===== src/rtl/lfsr_pkg.sv =====
// rtl/lfsr_pkg.sv - shared constants and FSM state type for the 64-bit LFSR scrambler pair
//
// Contents:
//   LFSR_W             word / keystream width (64)
//   LFSR_DEFAULT_POLY  feedback tap mask for x^64+x^63+x^61+x^60+1
//   LFSR_DEFAULT_SEED  keystream used when an all-zero seed is rejected
//   lfsr_state_e       UNSEEDED / RUN
package lfsr_pkg;

   localparam int unsigned LFSR_W = 64;

   localparam logic [LFSR_W-1:0] LFSR_DEFAULT_POLY = 64'hD800_0000_0000_0000;
   localparam logic [LFSR_W-1:0] LFSR_DEFAULT_SEED = 64'h0000_0000_0000_0001;

   typedef enum logic {
      ST_UNSEEDED = 1'b0,
      ST_RUN      = 1'b1
   } lfsr_state_e;

endpackage : lfsr_pkg


===== src/rtl/lfsr_64_advance.sv =====
// rtl/lfsr_64_advance.sv - combinational 64-step advance of a Fibonacci LFSR state
//
// Parameters:
//   POLY   feedback tap mask; one step is fb = ^(k & POLY), k = {k[62:0], fb}
// Ports:
//   k_in   current keystream state
//   k_out  state after exactly 64 single steps
module lfsr_64_advance
   import lfsr_pkg::*;
#(
   parameter logic [LFSR_W-1:0] POLY = LFSR_DEFAULT_POLY
) (
   input  logic [LFSR_W-1:0] k_in,
   output logic [LFSR_W-1:0] k_out
);

   // Unrolled by synthesis into an XOR network; each bit of k_out is a
   // fixed parity of k_in bits.
   always_comb begin
      logic [LFSR_W-1:0] k;
      k = k_in;
      for (int i = 0; i < LFSR_W; i++) begin
         k = {k[LFSR_W-2:0], ^(k & POLY)};
      end
      k_out = k;
   end

endmodule : lfsr_64_advance


===== src/rtl/lfsr_64_descrambler.sv =====
// rtl/lfsr_64_descrambler.sv - 64-bit additive descrambler with seed handling and drop reporting
//
// Optional feature macro: DESCRAMBLER_WORD_CNT_EN (adds word_cnt output and counter)
//
// Ports:
//   clk        clock, rising edge
//   rst        asynchronous active-low reset
//   cs         data_in carries a scrambled word this cycle
//   data_in    scrambled word
//   seed_load  load seed_in as keystream state; has priority over cs
//   seed_in    seed (zero is rejected: DEFAULT_SEED is used and err pulses)
//   data_out   descrambled word, one cycle latency, holds when idle
//   out_valid  1-cycle pulse when data_out is new
//   state_out  1 in RUN, 0 in UNSEEDED
//   err        1-cycle pulse on dropped word or rejected zero seed
//   word_cnt   (DESCRAMBLER_WORD_CNT_EN only) words delivered since last seed_load
module lfsr_64_descrambler
   import lfsr_pkg::*;
#(
   parameter logic [LFSR_W-1:0] POLY         = LFSR_DEFAULT_POLY,
   parameter logic [LFSR_W-1:0] DEFAULT_SEED = LFSR_DEFAULT_SEED
) (
   input  logic              clk,
   input  logic              rst,
   input  logic              cs,
   input  logic [LFSR_W-1:0] data_in,
   input  logic              seed_load,
   input  logic [LFSR_W-1:0] seed_in,
   output logic [LFSR_W-1:0] data_out,
   output logic              out_valid,
   output logic              state_out,
   output logic              err
`ifdef DESCRAMBLER_WORD_CNT_EN
   ,
   output logic [31:0]       word_cnt
`endif
);

   lfsr_state_e       state_q, state_d;
   logic [LFSR_W-1:0] k_q, k_d;
   logic [LFSR_W-1:0] k_adv;
   logic [LFSR_W-1:0] dout_d;
   logic              valid_d;
   logic              err_d;

   lfsr_64_advance #(.POLY(POLY)) u_adv (
      .k_in  (k_q),
      .k_out (k_adv)
   );

   always_ff @(posedge clk or negedge rst) begin
      if (!rst) begin
         state_q   <= ST_UNSEEDED;
         k_q       <= '0;
         data_out  <= '0;
         out_valid <= 1'b0;
         err       <= 1'b0;
      end else begin
         state_q   <= state_d;
         k_q       <= k_d;
         data_out  <= dout_d;
         out_valid <= valid_d;
         err       <= err_d;
      end
   end

   always_comb begin
      state_d = state_q;
      k_d     = k_q;
      dout_d  = data_out;
      valid_d = 1'b0;
      err_d   = 1'b0;

      if (seed_load) begin
         // Seed wins over a coincident word; a zero seed and a dropped word
         // in the same cycle still produce only one err pulse.
         state_d = ST_RUN;
         if (seed_in == '0) begin
            k_d   = DEFAULT_SEED;
            err_d = 1'b1;
         end else begin
            k_d = seed_in;
         end
         if (cs) begin
            err_d = 1'b1;
         end
      end else if (cs) begin
         if (state_q == ST_RUN) begin
            dout_d  = data_in ^ k_q;
            valid_d = 1'b1;
            // Guard against a non-primitive POLY collapsing the state to zero.
            k_d     = (k_adv == '0) ? DEFAULT_SEED : k_adv;
         end else begin
            err_d = 1'b1;
         end
      end
   end

   assign state_out = (state_q == ST_RUN);

`ifdef DESCRAMBLER_WORD_CNT_EN
   // Counts in the same cycle out_valid rises, so word_cnt already includes
   // the word being presented; wraps naturally at 32 bits.
   always_ff @(posedge clk or negedge rst) begin
      if (!rst) begin
         word_cnt <= '0;
      end else if (seed_load) begin
         word_cnt <= '0;
      end else if (valid_d) begin
         word_cnt <= word_cnt + 32'd1;
      end
   end
`endif

endmodule : lfsr_64_descrambler


===== config.mk =====
export PLATFORM = sky130hd
export DESIGN_NAME = lfsr_64_descrambler
export DESIGN_NICKNAME = d
export VERILOG_FILES = /design/src/rtl/lfsr_pkg.sv /design/src/rtl/lfsr_64_advance.sv /design/src/rtl/lfsr_64_descrambler.sv
export SDC_FILE = /design/constraint.sdc
export NUM_CORES = 1
export LEC_CHECK = 0
export ABC_AREA = 1
export CELL_PAD_IN_SITES_DETAIL_PLACEMENT = 1
export CELL_PAD_IN_SITES_GLOBAL_PLACEMENT = 2
export CORE_MARGIN = 4
export CORE_UTILIZATION = 27
export CTS_CLUSTER_SIZE = 10
export DETAILED_ROUTE_END_ITERATION = 16
export PLACE_DENSITY = 0.77
export RECOVER_POWER = 25
export SLEW_MARGIN = 20
export SYNTH_ARGS = -nofsm -noshare
export SYNTH_HDL_FRONTEND = slang
export SYNTH_SLANG_ARGS = --single-unit

===== constraint.sdc =====
create_clock -name clk -period 1.7 [get_ports clk]
set_input_delay 0.34 -clock clk [delete_from_list [all_inputs] [get_ports clk]]
set_output_delay 0.34 -clock clk [all_outputs]
set_load 0.05 [all_outputs]

After elaboration in Yosys (flattened, before gate mapping)
Cells that the tools add are included.
{"block": "totals", "output_inout_bits": 67, "reg_bits": 131}
{"block": "classes", "reduce_logical": 70, "bitwise_logic": 2, "mux": 13}
{"cell": "$reduce_xor A64 Y1", "n": 64}
{"cell": "$mux W64", "n": 5}
{"cell": "$logic_not A64 Y1", "n": 2}
{"cell": "$xor A64 B64 Y64", "n": 1}
{"cell": "$mux W1", "n": 8}
{"cell": "$reduce_bool A2 Y1", "n": 2}
{"cell": "$reduce_and A3 Y1", "n": 1}
{"cell": "$reduce_and A2 Y1", "n": 1}
{"cell": "$not A1 Y1", "n": 1}

Logic depth before layout (Yosys ltp)
{"block": "depth", "word_depth": 7, "ltp_mapped": 17, "ltp_nobuf": 16}

Modules after synthesis
Synthesis repeated with hierarchy kept, for this count alone.
{"block": "hier_totals", "hier_cells": 969, "hier_area_um2": 7647.3}
{"mod": "lfsr_64_descrambler", "area_per_inst_um2": 6268.5, "seq_area_each_um2": 3278.1, "cells_each": 761, "n_inst": 1}
{"mod": "lfsr_64_advance", "area_per_inst_um2": 1378.8, "seq_area_each_um2": 0.0, "cells_each": 208, "n_inst": 1}

Worst setup path before layout
OpenSTA, ideal clock, no wires.
{"block": "synth_path", "kind": "reg2reg", "start": "reg state_q, in the netlist state_out", "end": "reg data_out[0]", "slack_ps": 27, "arrival_time_ps": 1539, "stages_incl_launch_ff": 8, "setup_ps": 134, "t_required_ps": 1566, "path_buffers": 2, "cell_sequence": "dfrtp_1 -> nand2_1 -> nor2_2 -> inv_1 -> clkbuf_1 -> clkbuf_1 -> nand2_1 -> o21ai_0"}
{"block": "synth_between", "elab_chain_cells": 1}
{"item": "start, declared", "line": "lfsr_64_descrambler.sv:39", "rtl": "lfsr_state_e state_q, state_d;"}
{"item": "start signal, assigned", "line": "lfsr_64_descrambler.sv:59", "rtl": "state_q <= state_d;"}
{"item": "$reduce_and A3 Y1 (no source line)"}
{"item": "end signal, assigned", "line": "lfsr_64_descrambler.sv:61", "rtl": "data_out <= dout_d;"}
{"item": "end, declared", "line": "lfsr_64_descrambler.sv:29", "rtl": "output logic [LFSR_W-1:0] data_out,"}
Every way passes these cells.
A chain may end at the register's enable or synchronous reset.

Worst setup path in the final report
{"block": "layout_path", "start": "reg k_q[2]", "end": "reg k_q[0]"}
{"block": "layout_between", "elab_chain_cells": 6, "elab_cells_between_ends": 9, "cone_classes": "4 x mux; 5 x reduce/logical"}
{"item": "start, declared", "line": "lfsr_64_descrambler.sv:40", "rtl": "logic [LFSR_W-1:0] k_q, k_d;"}
{"item": "start signal, assigned", "line": "lfsr_64_descrambler.sv:60", "rtl": "k_q <= k_d;"}
{"item": "$reduce_xor A64 Y1", "line": "lfsr_64_advance.sv:23", "rtl": "k = {k[LFSR_W-2:0], ^(k & POLY)};"}
{"item": "$logic_not A64 Y1 (*)", "line": "lfsr_64_descrambler.sv:92", "rtl": "k_d = (k_adv == '0) ? DEFAULT_SEED : k_adv;"}
{"item": "$mux W64 (*)", "line": "lfsr_64_descrambler.sv:92"}
{"item": "$mux W64 (*)", "line": "lfsr_64_descrambler.sv:88", "rtl": "if (state_q == ST_RUN) begin"}
{"item": "$mux W64 (*)", "line": "lfsr_64_descrambler.sv:87", "rtl": "end else if (cs) begin"}
{"item": "$mux W64 (*)", "line": "lfsr_64_descrambler.sv:74", "rtl": "if (seed_load) begin"}
Every way passes the cells marked *; elsewhere a longest branch is shown, timed or not. The select of a mux whose other input is x is not followed.

==> parameters.txt <==
Parameter                              Value

Placement
  RePlAce Congestion ... 0.7847
  Count of buffers inserted at the top-level ports ... slightly below 200
  Dpl hpwl ... 25.08 mm
  Worst Setup Slack post-DPL ... -454.7 ps
  Post-detailed-placement cell area ... about 12000 µm²

Synthesis
  Portion of the post-synthesis area used by sequential elements ... 38.77%
  Net count after synthesis ... 1360
  Post-synth EDFFs ... 0
  Seq cells post-synth ... 131
  Area share of the largest cell type after synthesis ... 38.77%
  Async set or reset register ratio after synthesis ... 100.0%
  Leading register cell type out of synthesis ... dfrtp_1
  Post-synth design cell area ... 8456 µm²
  Count leader, synth ... nand2_1
  Synthesized area divided by synthesized cell count ... approximately 7 µm²
  Leading post-synthesis cells by cell area ... dfrtp_1 39%, nand2_1 26%, xnor2_1 8.8%
  Most area-hungry cell type in the Yosys netlist ... dfrtp_1
  Total number of yosys warnings ... 0
  Commonest cells post-synth ... 589 x nand2_1, 131 x dfrtp_1, 91 x inv_1, 85 x xnor2_1, 66 x o21ai_0
  Netlist cell types ... 24
  Number of standard cells after synthesis ... roughly 1.2k

Timing
  Max transition margin ... between 50% and 60%
  Number of pins with negative max-slew slack in the final report ... 0
  Min Hold Slack ... 401.4 ps
  Worst-Margin Slew ... 670.1 ps
  Worst-case clock skew ... 10.27 ps
  Minimum clock period after layout ... 1706 ps
  Setup TNS ... -6.119 ps
  Final number of hold-violating endpoints ... 0
  Final setup fails ... 1
  Achievable clock frequency ... roughly 0.59 GHz
  Final period util ... 100.4%
  Unrepaired setup endpoints after global routing ... true
  Setup ws final ... -6.119 ps

Worst setup path
  Classification of the worst setup path ... flop to flop
  R2R Setup Slk ... -6 ps
  Worst r2r src ... k_q[2]
  Number of cell instances on the worst register-to-register path ... 10
  Reg-to-Reg End ... k_q[0]
  Type of element capturing the critical path ... flop
  Required time of the worst setup path ... 2060 ps
  Largest fanout on the critical path ... 6
  Launching element type of the critical path ... flop
  Arrival time worst endpoint ... 2060 ps

Power and ir drop
  Leakage power of the design ... between 6 and 7 nW
  Switching share of power ... 41.67%
  Fraction of power consumed by sequential logic ... 27.3%
  Share of power burned in combinational logic ... between 40 and 50%
  Power per Cell Area ... about 1200 nW/µm²
  Switching power ... 0.006696 W
  Part of the total power dissipated in the clock network ... between 20% and 30%
  Power, Total ... 0.01607 W
  Internal power component ... 0.009375 W
  Maximum vdd ir drop ... between 0.6 and 0.7 mV

Clock tree
  Clock tree from TritonCTS ... done
  Depth of the CTS H-tree ... 4
  Number of buffers on the longest clock path ... 2
  Worst-path clk slew ... 70 ps
  Clock latency reported for the late side of the worst-skew pair ... 420 ps
  Clk root buf ... clkbuf_16
  Clock sink total ... approximately 130
  Clock buffer count from CTS ... 17

Min path
  Worst min-delay path category ... input port to asynchronous set/reset pin

Floorplanning
  Top-Level Pins ... 199
  Horizontal die dimension ... 185.0 µm
  Floorplan die area ... 34210 µm²
  Die H ... 185.0 µm
  Std cell rows ... 64
  Core region area ... 30750 µm²
  Starting density of the core ... 27.50%

Final layout
  Total non-filler cell area in the finished layout ... 13180 µm²
  Final #Nets ... 1740
  Proportion of layout cells with a drive suffix above 1 ... 30.12%
  Number of diodes added for antenna fixing ... 0
  Post-synthesis to final-layout area growth ... 55.89%

Global routing
  Initial antenna violation count ... 1
  Vias in the first global route ... 9744
  Pin count of the biggest net entering global routing ... 51
  Grt ovf ... 0
  Wire length of the first global-routing pass ... 51.16 mm
  Total Routing Usage GR ... 18.77%

Routing
  Final ANT Viol Nets ... 0
  Routed WL per cell ... 15.98 µm
  Initial DRC count ... 342
  Avg Vias per Cell ... 4.495
  Top routing layer used ... met5
  Number of design rule violations left after detail routing ... 0
  Routed metal-1 wirelength ... 14.47 mm
  Met2 wirelength from detailed routing ... ~16 mm
  Detailed route wirelength on metal3 ... 1.041 mm
  1st-pass router iterations ... 4
  Vias after detailed routing ... 9062
  Wirelength, routed ... between 30 and 40 mm

Flow run
  Max Cap Violations ... 0

Status
  Outcome ... complete, but fails checks
  Violations in the final reports ... negative setup slack
power groups by stage:
| stage | Clock [W] | Sequential [W] | Combinational, W |
|---|---|---|---|
| final | 0.00407 | 0.00439 | 0.00761 |
| after global routing | 0.00430 | 0.00451 | 0.00838 |
| after CTS | 0.00416 | 0.00438 | 0.00738 |
| after detailed placement | 0 | 0.00442 | 0.00717 |
| after global placement | 0 | 0.00440 | 0.00703 |
| after floorplan | 0 | 0.00544 | 0.00311 |
kinds of logic after synthesis:
kind of cell    share of synthesized area, %
flops                                  38.77
compound gates                         9.707
simple gates                           31.65
xor+xnor                               10.98
buf+inv                                8.893
critical path, cell delays in order (launching register included):
cell and delay, ps:
dfrtp_2 460, xnor2_1 270, nand2_1 90, nand2_1 130
xor2_2 170, nand3_1 110, nor2_1 160, nand3_1 90
nand2_1 70, nand2_1 50, nand2_1 50
cells in the final DEF (no fill, tap or decap), drive strengths merged, types with 20 or more instances in the layout:
cell / netlist / final
clkdlybuf4s50: 0 / 130
xnor2: 85 / 85
o211ai: 24 / 24
nor2: 47 / 47
nand2: 596 / 596
inv: 115 / 115
dfrtp: 131 / 131
o21ai: 66 / 66
xor2: 21 / 21
buf: 48 / 295
o221ai: 34 / 34
clkbuf: 18 / 20
stage by stage:
stage,cells,util [%]
floorplan,1228,-
global placement,1951,39.11
detailed placement,1951,39.11
CTS,1993,41.70
global route,2016,42.87
finish,2016,42.87
worst max-delay path by stage:
stage	cells past startpoint	slack [ps]	endpoint	start
global placement	9	-450	k_q[0]	seed_in[60]
finish	10	-6	k_q[0]	k_q[2]
detailed placement	9	-450	k_q[0]	seed_in[44]
global route	16	-160	k_q[0]	k_q[11]
CTS	15	-40	k_q[0]	k_q[44]
floorplan	7	30	data_out[0]	state_out
timing repair:
item,CTS,global route
hold endpoints to repair,104,0
hold buffers,1,0
pin swaps,10,24
gates resized for setup,43,93
setup endpoints to repair,1,2
setup buffers,11,23
area by class of cell:
cell class / instances / area (µm²)
fillers: 3828 / 17570
flip-flops and latches: 131 / 3319
repair buffers: 427 / 3616
multi-input cells: 914 / 4679
inverters: 117 / 445.4
clock inverters: 12 / 182.7
well taps: 396 / 495.5
clock buffers: 19 / 442.9
flip-flops by register name (all words and copies together), names as in the netlist:
name       cells
state_out      1
out_valid      1
err            1
k_q           64
data_out      64
metal layers:
layer	vias up	global-route usage [%]
li1	4596	-
met1	4291	24.22
met2	147	33.38
met3	26	2.396
met4	2	4.610
met5	-	0
No activity file was read; power rests on OpenSTA's default activity.
